## config.mk

```make
export PLATFORM = sky130hd
export DESIGN_NAME = uart_boot_loader
export DESIGN_NICKNAME = d
export VERILOG_FILES = /design/src/rtl/uart_boot_loader_pkg.sv /design/src/rtl/uart_boot_loader_word_assembler.sv /design/src/rtl/uart_boot_loader.sv
export SDC_FILE = /design/constraint.sdc
export NUM_CORES = 1
export LEC_CHECK = 0
export CAP_MARGIN = 30
export CORE_AREA = 10 10 152 154
export DETAILED_ROUTE_END_ITERATION = 7
export DIE_AREA = 0 0 162 164
export GPL_ROUTABILITY_DRIVEN = 0
export PLACE_DENSITY = 0.54
export SLEW_MARGIN = 20
export SYNTH_ARGS = -nofsm -noshare
export SYNTH_HDL_FRONTEND = slang
export SYNTH_SLANG_ARGS = --single-unit
```

## constraint.sdc

```tcl
create_clock -name clk -period 6.7 [get_ports clk]
set_input_delay 0.67 -clock clk [delete_from_list [all_inputs] [get_ports clk]]
set_output_delay 0.67 -clock clk [all_outputs]
set_load 0.05 [all_outputs]
```

## src/rtl/uart_boot_loader_pkg.sv

```systemverilog
// -----------------------------------------------------------------------------
// uart_boot_loader_pkg
// Shared constants and types for the program-load path of the core.
//   LOADER_BYTE_WID / LOADER_WORD_WID : byte and word widths of the loader bus
//   LOADER_LANES                      : bytes per word
//   loader_state_t                    : boot loader FSM states
//   chk_add()                         : running mod-256 frame checksum step
// -----------------------------------------------------------------------------
package uart_boot_loader_pkg;

    localparam int LOADER_BYTE_WID = 8;
    localparam int LOADER_WORD_WID = 32;
    localparam int LOADER_LANES    = LOADER_WORD_WID / LOADER_BYTE_WID;

    typedef enum logic [2:0] {
        LEN  = 3'd0,
        DATA = 3'd1,
        CHK  = 3'd2,
        DONE = 3'd3,
        ERR  = 3'd4
    } loader_state_t;

    // Checksum is the plain byte sum of the payload, wrapping at 256.
    function automatic logic [LOADER_BYTE_WID-1:0] chk_add(
        input logic [LOADER_BYTE_WID-1:0] sum,
        input logic [LOADER_BYTE_WID-1:0] data_byte
    );
        return sum + data_byte;
    endfunction

endpackage

```

## src/rtl/uart_boot_loader_word_assembler.sv

```systemverilog
// -----------------------------------------------------------------------------
// uart_word_assembler
// Collects four little-endian bytes into one 32-bit word. The first three bytes
// are parked in a shadow register; the fourth byte is merged combinationally so
// the full word is available in the same cycle as its last byte strobe.
//   clk, rst_n  : clock, async active-low reset
//   clr         : synchronous clear of lane counter and shadow bytes
//   byte_valid  : byte_in is to be consumed this cycle
//   byte_in     : incoming byte
//   lane        : index of the lane the next byte will fill
//   word        : {byte_in, shadow bytes}; complete when word_ready is high
//   word_ready  : the current byte completes a word
// -----------------------------------------------------------------------------
module uart_word_assembler
    import uart_boot_loader_pkg::*;
(
    input  logic                       clk,
    input  logic                       rst_n,
    input  logic                       clr,
    input  logic                       byte_valid,
    input  logic [LOADER_BYTE_WID-1:0] byte_in,
    output logic [1:0]                 lane,
    output logic [LOADER_WORD_WID-1:0] word,
    output logic                       word_ready
);

    localparam int SHADOW_W = LOADER_WORD_WID - LOADER_BYTE_WID;

    logic [1:0]          lane_r;
    logic [SHADOW_W-1:0] shadow_r;

    // Lane counter and storage of the three low bytes of the word in progress.
    always_ff @(posedge clk or negedge rst_n) begin
        if (!rst_n) begin
            lane_r   <= 2'd0;
            shadow_r <= {SHADOW_W{1'b0}};
        end else if (clr) begin
            lane_r   <= 2'd0;
            shadow_r <= {SHADOW_W{1'b0}};
        end else if (byte_valid) begin
            lane_r <= lane_r + 2'd1;
            case (lane_r)
                2'd0:    shadow_r[7:0]   <= byte_in;
                2'd1:    shadow_r[15:8]  <= byte_in;
                2'd2:    shadow_r[23:16] <= byte_in;
                default: shadow_r        <= shadow_r;   // lane 3 is merged directly
            endcase
        end else begin
            lane_r   <= lane_r;
            shadow_r <= shadow_r;
        end
    end

    assign lane       = lane_r;
    assign word       = {byte_in, shadow_r};
    assign word_ready = byte_valid && (lane_r == 2'd3);

endmodule

```

## src/rtl/uart_boot_loader.sv

```systemverilog
// -----------------------------------------------------------------------------
// uart_boot_loader
// Loads a framed program image from the UART into memory port B, then releases
// the core. Frame: 4-byte LE word count N, N LE words, 1 checksum byte (sum of
// payload bytes mod 256).
//   clk, rst_n  : cpuclk, async active-low reset
//   rx_valid    : one-cycle strobe qualifying rx_byte
//   rx_byte     : received byte
//   reload      : restart loading from the frame start (wins over rx_valid)
//   uart_addr   : byte address of the last written word (ADDR_BASE after reset)
//   uart_data   : last written word
//   uart_we     : one-cycle write strobe for uart_addr/uart_data
//   uart_done   : load complete, core owns port B
//   load_err    : frame rejected, sticky until reload
//   word_cnt    : words written in the current frame
// -----------------------------------------------------------------------------
module uart_boot_loader
    import uart_boot_loader_pkg::*;
#(
    parameter logic [31:0] ADDR_BASE   = 32'h0000_0000,
    parameter int          MAX_WORDS   = 16384,
    parameter int          TIMEOUT_CYC = 1_000_000,
    parameter int          CNT_W       = 15
) (
    input  logic                       clk,
    input  logic                       rst_n,
    input  logic                       rx_valid,
    input  logic [LOADER_BYTE_WID-1:0] rx_byte,
    input  logic                       reload,
    output logic [31:0]                uart_addr,
    output logic [LOADER_WORD_WID-1:0] uart_data,
    output logic                       uart_we,
    output logic                       uart_done,
    output logic                       load_err,
    output logic [CNT_W-1:0]           word_cnt
);

    localparam int                TMR_W    = $clog2(TIMEOUT_CYC + 1);
    localparam logic [TMR_W-1:0]  TMR_LAST = TMR_W'(TIMEOUT_CYC - 1);
    localparam logic [31:0]       MAX_LEN  = 32'(MAX_WORDS);

    loader_state_t                state_r;
    logic [CNT_W-1:0]             len_r;
    logic [CNT_W-1:0]             word_cnt_r;
    logic [LOADER_BYTE_WID-1:0]   chk_r;
    logic [TMR_W-1:0]             tmr_r;
    logic [31:0]                  uart_addr_r;
    logic [LOADER_WORD_WID-1:0]   uart_data_r;
    logic                         uart_we_r;
    logic                         uart_done_r;
    logic                         load_err_r;

    logic                         acc_s;
    logic                         asm_valid_s;
    logic                         tmr_run_s;
    logic                         timeout_s;
    logic [1:0]                   lane_s;
    logic [LOADER_WORD_WID-1:0]   word_s;
    logic                         word_ready_s;

    uart_word_assembler u_asm (
        .clk        (clk),
        .rst_n      (rst_n),
        .clr        (reload),
        .byte_valid (asm_valid_s),
        .byte_in    (rx_byte),
        .lane       (lane_s),
        .word       (word_s),
        .word_ready (word_ready_s)
    );

    // Byte acceptance, assembler feed and timeout qualification for this state.
    always_comb begin
        acc_s       = 1'b0;
        asm_valid_s = 1'b0;
        tmr_run_s   = 1'b0;
        case (state_r)
            LEN: begin
                acc_s       = rx_valid && !reload;
                asm_valid_s = acc_s;
                // Waiting for the host to start a frame is not a timeout.
                tmr_run_s   = (lane_s != 2'd0);
            end
            DATA: begin
                acc_s       = rx_valid && !reload;
                asm_valid_s = acc_s;
                tmr_run_s   = 1'b1;
            end
            CHK: begin
                acc_s       = rx_valid && !reload;
                asm_valid_s = 1'b0;
                tmr_run_s   = 1'b1;
            end
            default: begin
                acc_s       = 1'b0;
                asm_valid_s = 1'b0;
                tmr_run_s   = 1'b0;
            end
        endcase
        if (tmr_run_s && !acc_s && !reload) begin
            timeout_s = (tmr_r == TMR_LAST);
        end else begin
            timeout_s = 1'b0;
        end
    end

    // Inter-byte idle timer; restarts on every accepted byte.
    always_ff @(posedge clk or negedge rst_n) begin
        if (!rst_n) begin
            tmr_r <= {TMR_W{1'b0}};
        end else if (reload || acc_s || !tmr_run_s) begin
            tmr_r <= {TMR_W{1'b0}};
        end else begin
            tmr_r <= tmr_r + TMR_W'(1);
        end
    end

    // Loader FSM with its checksum, word counter and registered bus outputs.
    always_ff @(posedge clk or negedge rst_n) begin
        if (!rst_n) begin
            state_r     <= LEN;
            len_r       <= {CNT_W{1'b0}};
            word_cnt_r  <= {CNT_W{1'b0}};
            chk_r       <= {LOADER_BYTE_WID{1'b0}};
            uart_addr_r <= ADDR_BASE;
            uart_data_r <= {LOADER_WORD_WID{1'b0}};
            uart_we_r   <= 1'b0;
            uart_done_r <= 1'b0;
            load_err_r  <= 1'b0;
        end else if (reload) begin
            state_r     <= LEN;
            word_cnt_r  <= {CNT_W{1'b0}};
            chk_r       <= {LOADER_BYTE_WID{1'b0}};
            uart_addr_r <= ADDR_BASE;
            uart_we_r   <= 1'b0;
            uart_done_r <= 1'b0;
            load_err_r  <= 1'b0;
        end else begin
            uart_we_r <= 1'b0;
            case (state_r)
                LEN: begin
                    if (acc_s && word_ready_s) begin
                        if ((word_s == 32'd0) || (word_s > MAX_LEN)) begin
                            state_r    <= ERR;
                            load_err_r <= 1'b1;
                        end else begin
                            state_r    <= DATA;
                            len_r      <= word_s[CNT_W-1:0];
                            word_cnt_r <= {CNT_W{1'b0}};
                            chk_r      <= {LOADER_BYTE_WID{1'b0}};
                        end
                    end else if (timeout_s) begin
                        state_r    <= ERR;
                        load_err_r <= 1'b1;
                    end else begin
                        state_r <= LEN;
                    end
                end
                DATA: begin
                    if (acc_s) begin
                        chk_r <= chk_add(chk_r, rx_byte);
                        if (word_ready_s) begin
                            uart_we_r   <= 1'b1;
                            uart_data_r <= word_s;
                            uart_addr_r <= ADDR_BASE + (32'(word_cnt_r) << 2);
                            word_cnt_r  <= word_cnt_r + CNT_W'(1);
                            if ((word_cnt_r + CNT_W'(1)) == len_r) begin
                                state_r <= CHK;
                            end else begin
                                state_r <= DATA;
                            end
                        end else begin
                            state_r <= DATA;
                        end
                    end else if (timeout_s) begin
                        state_r    <= ERR;
                        load_err_r <= 1'b1;
                    end else begin
                        state_r <= DATA;
                    end
                end
                CHK: begin
                    if (acc_s) begin
                        if (rx_byte == chk_r) begin
                            state_r     <= DONE;
                            uart_done_r <= 1'b1;
                        end else begin
                            state_r    <= ERR;
                            load_err_r <= 1'b1;
                        end
                    end else if (timeout_s) begin
                        state_r    <= ERR;
                        load_err_r <= 1'b1;
                    end else begin
                        state_r <= CHK;
                    end
                end
                DONE: begin
                    state_r     <= DONE;
                    uart_done_r <= 1'b1;
                end
                ERR: begin
                    state_r     <= ERR;
                    load_err_r  <= 1'b1;
                    uart_done_r <= 1'b0;
                end
                default: begin
                    // Unreachable encoding: fail safe, keep the core in reset.
                    state_r     <= ERR;
                    load_err_r  <= 1'b1;
                    uart_done_r <= 1'b0;
                end
            endcase
        end
    end

    assign uart_addr = uart_addr_r;
    assign uart_data = uart_data_r;
    assign uart_we   = uart_we_r;
    assign uart_done = uart_done_r;
    assign load_err  = load_err_r;
    assign word_cnt  = word_cnt_r;

endmodule
```

==> flow_summary_export.csv <==
group,metric,value,unit
run_status,outcome,"complete, no violations",
timing,drv_slew,0,
clock_network,cts_max_path_buffers,2,
yosys,ys.flop_type,"dfrtp_1",
timing,rsz0062_at_grt,"false",
pwr,p_leak,3.71,nW
setup_path,startpoint_type,"primary input",
detailed_routing,via_per_inst,4.92,
cells_and_area,regArea,3430,sq um
cells_and_area,nFillCells,2030,
detailed_routing,drtIter0Drc,351,
die,die_w,162,um
detailed_routing,wl_per_cell,16.2,um
yosys,yosysTopAreaCell,"dfrtp_1",
clock_network,cts_made_buffers,17,
detailed_routing,routed_wl,17.7,mm
global_route,gr-total-overflow,0,
die,die-area,26600,sq um
clock_network,htreeDepth,4,
timing,min_period,3.25,ns
detailed_routing,first_pass_iters,4,
timing,tightest_slew,0.752,ns
global_route,grt_first_pass_wirelength,29.1,mm
yosys,seq_area_frac_synth,0.498,
die,pin_count,94,
cells_and_area,fin_nets,838,
detailed_routing,vias,5391,
cells_and_area,multiInputGateArea,3160,sq um
detailed_routing,drc_errors,0,
global_route,grtUsageTotal,0.135,
clock_network,cts_num_sinks,137,
setup_path,arrival,3.54,ns
placement,dp_hpwl,12.1,mm
timing,fin_setup_tns,0,ns
setup_path,end_kind,"flop",
die,start_util,0.344,
clock_network,post-cts-setup-buffers,0,
timing,hold_viol_final,0,
yosys,synth_edf_count,0,
yosys,async_reset_ff_frac,1.00,
cells_and_area,syn2layout_area_growth,22.5,%
timing,finClkSkew,0.0128,ns
pwr,ir_drop,0.185,mV
die,rows,52,
timing,setup_viol,0,
setup_path,cp.required,6.99,ns
yosys,synth.distinct_cells,57,
hold_path,hold_class,"in2async",
clock_network,cts_resized,0,
die,coreArea,20000,sq um
timing,finalCritPeriodShare,0.485,
setup_path,path_class,"in2reg",
clock_network,cts_root_buf,"clkbuf_16",
yosys,ys_warn_count,0,
global_route,antenna_found_initial,0,
detailed_routing,drt.antenna.violating_nets,0,
yosys,avgSynthCellArea,9.17,sq um
pwr,powerDensity,230,nW/um^2
cells_and_area,drive_gt1_frac,0.0727,
cells_and_area,diodes,0,
yosys,synth-seq-cells,137,
clock_network,cts_hold_buffers,0,
clock_network,clock_latency,0.42,ns
yosys,ys_top_cells_by_area,"dfrtp_1 50%, nand2_1 10%, nand3_1 3.4%, xnor2_1 3.2%, a21oi_1 2.8%",
yosys,netlist_area,6880,sq um
setup_path,reg2reg_depth,7,
yosys,netlist_instances,751,
timing,fmax,308,MHz
global_route,grt_max_degree,71,
timing,holdWs,0.247,ns
placement,io_buffers,76,
clock_network,cts.clk_slew.worst_paths,0.06,ns
timing,max_slew_margin,0.499,
global_route,grt_pass1_vias,5425,
yosys,synth_top_area_frac,0.498,
run,maxCapViolCount,0,
die,die_h,164,um
setup_path,cp_max_fo,49,
clock_network,cts_tree,"built",
## stage by stage
step / setup slack (ns) / cells / power, mW / area (sq um) / util
floorplan: 4.14 / 767 / 0.936 / 6940 / -
global placement: 2.98 / 1061 / 0.975 / 7780 / 0.388
detailed placement: 2.93 / 1062 / 0.975 / 7790 / 0.389
CTS: 3.40 / 1094 / 1.96 / 8400 / 0.419
global route: 3.15 / 1095 / 2.01 / 8430 / 0.421
finish: 3.45 / 1095 / 1.94 / 8430 / 0.421
## critical path, stage by stage
cell and delay [ns]:
clkdlybuf4s50_1 0.46, buf_4 0.35, nor4b_4 0.09, and2_1 0.21, nand2_1 0.07, buf_4 0.43
inv_2 0.32, buf_4 0.37, and2_1 0.23, o31ai_1 0.19, o31ai_1 0.10
## routing by layer
layer | track usage | share of wire | vias to the layer above
met3 | 0.0330 | 0.039 | 20
met1 | 0.171 | 0.47 | 2609
li1 | - | - | 2657
met4 | 0.0521 | 0.017 | 0
met5 | 0 | 0 | -
met2 | 0.217 | 0.48 | 105
## synthesized netlist by cell type (5+ instances only)
| cell | n |
|---|---|
| a21oi_1 | 38 |
| a22o_1 | 5 |
| and3_1 | 8 |
| buf_4 | 18 |
| clkbuf_1 | 34 |
| dfrtp_1 | 137 |
| ha_1 | 13 |
| inv_1 | 12 |
| mux2_2 | 13 |
| nand2_1 | 185 |
| nand3_1 | 47 |
| nand4_1 | 8 |
| nor2_1 | 47 |
| nor3_1 | 16 |
| nor4_1 | 12 |
| o211ai_1 | 5 |
| o21ai_0 | 33 |
| o31ai_1 | 11 |
| or4_1 | 5 |
| xnor2_1 | 25 |
| xor2_1 | 17 |
## logic make-up after synthesis
logic type      count (synthesis)  synth area share
mux                            17            0.0276
compound gates                117             0.107
other cells                     1          0.000545
fa+ha+maj                      14            0.0265
buf+inv                        72            0.0536
flops                         137             0.498
xor+xnor                       43            0.0567
simple gates                  350             0.230
## sequential cells by signal, summed over array words and instances, names as in the netlist, 2 cells and up
name            cells
u_asm.lane          2
tmr_r              20
uart_addr          15
len_r              15
word_cnt           15
chk_r               8
uart_data          32
state_r             3
u_asm.shadow_r     24
## area by class of cell
class	count	share of cell area
Timing Repair Buffer	85	0.101
Multi-Input combinational cell	558	0.374
Inverter	13	0.00579
Clock buffer	20	0.0518
Tap cell	270	0.0401
Clock inverter	12	0.0208
Sequential cell	137	0.407
## power breakdown
group / switching [mW] / internal [mW]
logic: 0.0878 / 0.0292
clock network: 0.356 / 0.621
registers: 0.00943 / 0.835
## cell usage in the layout (no fill, tap or decap), types with 8 or more instances in the layout
cell type,synthesis,routed
nor3_1,16,16
ha_1,13,13
clkdlybuf4s50_1,0,75
o31ai_1,11,11
nand2_1,185,185
dfrtp_1,137,137
nand3_1,47,47
and3_1,8,8
xnor2_1,25,25
a21oi_1,38,38
xor2_1,17,17
nor4_1,12,12
inv_1,12,12
nand4_1,8,8
nor2_1,47,47
buf_4,18,8
mux2_2,13,13
clkbuf_16,0,17
o21ai_0,33,33
conb_1,1,17
## path summary, 6_finish.rpt
check / start / end / slack (ns)
worst min register to register: uart_data[13]$_DFFE_PN0P_ / uart_data[13]$_DFFE_PN0P_ / 0.47
min in group clk: uart_data[13]$_DFFE_PN0P_ / uart_data[13]$_DFFE_PN0P_ / 0.47
worst min-delay path: rst_n / uart_data[31]$_DFFE_PN0P_ / 0.25
max in group asynchronous: rst_n / u_asm.lane[1]$_DFFE_PN0P_ / 5.38
worst max register to register: u_asm.lane[0]$_DFFE_PN0P_ / state_r[1]$_DFF_PN0_ / 3.89
worst max-delay path: reload / word_cnt[4]$_DFFE_PN0P_ / 3.45
Power figures use the tool's default switching activity.
==> variant, RTL diff (same settings) <==
Encoding of `loader_state_t`: now Gray code (3 bits for 5 states).
--- a/src/rtl/uart_boot_loader_pkg.sv
+++ b/src/rtl/uart_boot_loader_pkg.sv
@@ -13,11 +13,11 @@
     localparam int LOADER_LANES    = LOADER_WORD_WID / LOADER_BYTE_WID;
 
     typedef enum logic [2:0] {
-        LEN  = 3'd0,
-        DATA = 3'd1,
-        CHK  = 3'd2,
-        DONE = 3'd3,
-        ERR  = 3'd4
+        LEN  = 3'b000,
+        DATA = 3'b001,
+        CHK  = 3'b011,
+        DONE = 3'b010,
+        ERR  = 3'b110
     } loader_state_t;
 
     // Checksum is the plain byte sum of the payload, wrapping at 256.
Formal check against the unedited RTL: no difference found for any inputs over 4 cycles, from zero or initial values and one cycle with rst_n low; so few cycles prove little.
==> variant against the original RTL <==
  * Total power down 3.6%
  * Cell area rose by 0.65%
  * Synthesized area is 0.84% higher
  * Sequential cell count unchanged
  * Wire length grew 1.7%
  * Clock power decreased by 6.7%
  * Non-clock buffer count is 1 higher
  * Worst setup slack got worse by 0.22 ns
  * Critical path type unchanged
  * Highest routed layer unchanged
==> variant: results (changes against the original RTL) <==
* Hold slack at 0.2143 ns (was 0.2469 ns)
* Mux contribution to synthesized area at 0.7390% (was 2.763%)
* All-Layer GR Usage at 14.01% (was 13.47%)
* Cell Area, Placed at 0.007883 mm2 (was 0.007792 mm2)
* Leading cell types by count after synthesis: nand2_1, dfrtp_1, nand3_1, nor2_1, a21oi_1 (unchanged)
* Crit path DAT at 3.83 ns (was 3.54 ns)
* Post-Synth Adder-Cell Area at 2.632% (was 2.654%)
* Post-Syn Instances at 800 (was 751)
* Wire length on met3 at 1037 um (was 683 um)
* Routed length on met2 at 8233 um (was 8444 um)
* DR iter-0 viols at 278 (was 351)
* GR Util met3 at 4.130% (was 3.304%)
* Grt met1 use at 18.63% (was 17.10%)
* Filler cells at 2044 (was 2030)
* Crit path max fanout at 55 (was 49)
* Clock network area share at 6.737% (was 7.256%)
* Layout Cells excl Fill at 1144 (was 1095)
* Synth top area cells: dfrtp_1, nand2_1, nand3_1 (unchanged)
* Vias in the first global route at 5666 (was 5425)
* Worst Skew at 0.007977 ns (was 0.01280 ns)
* R2r startpoint: state_r[1] (was u_asm.lane[0])
* Sequential element share of the synthesized area at 49.39% (was 49.80%)
* Met2 global-route usage at 21.56% (was 21.73%)
* XOR/XNOR Fraction of Synth Area at 5.173% (was 5.671%)
* Static Leak at 0.003817 uW (was 0.003707 uW)
* Nonclk buf count at 86 (was 85)
* Synth Area in Compound Gates at 10.22% (was 10.71%)
* Nets at 887 (was 838)
* Fraction of area in registers at 40.40% (was 40.66%)
* Int Pwr at 1397 uW (was 1485 uW)
* Dpl hpwl at 12460 um (was 12090 um)
* Outcome: finished clean (unchanged)
* Vias per Instance at 4.944 (was 4.923)
variant: changes by cell type after synthesis, moves of 6 or more:
cell,change
mux2_2,-13
o31ai_1,-7
o21ai_1,+34
nand3_1,+6
nand3b_1,+16
o21ai_0,-27
inv_1,+7
nand2_1,+39
variant: how the worst max path moves through the flow:
stage	slack (ns)	from	to
2_1_floorplan	4.04	word_cnt[9]	state_r[1]
4_1_cts	2.91	rx_valid	word_cnt[4]
3_3_place_gp	2.56	rx_valid	word_cnt[4]
6_report	3.23	rx_valid	word_cnt[4]
3_5_place_dp	2.47	rx_valid	word_cnt[4]
5_1_grt	2.92	rx_valid	word_cnt[4]
variant: power groups by stage:
| stage | registers (uW) | clock network, uW | logic (uW) |
|---|---|---|---|
| 2_1_floorplan | 856 | 0 | 76.2 |
| 3_3_place_gp | 858 | 0 | 113 |
| 3_5_place_dp | 858 | 0 | 116 |
| 4_1_cts | 843 | 933 | 116 |
| 5_1_grt | 843 | 967 | 127 |
| 6_report | 843 | 912 | 114 |
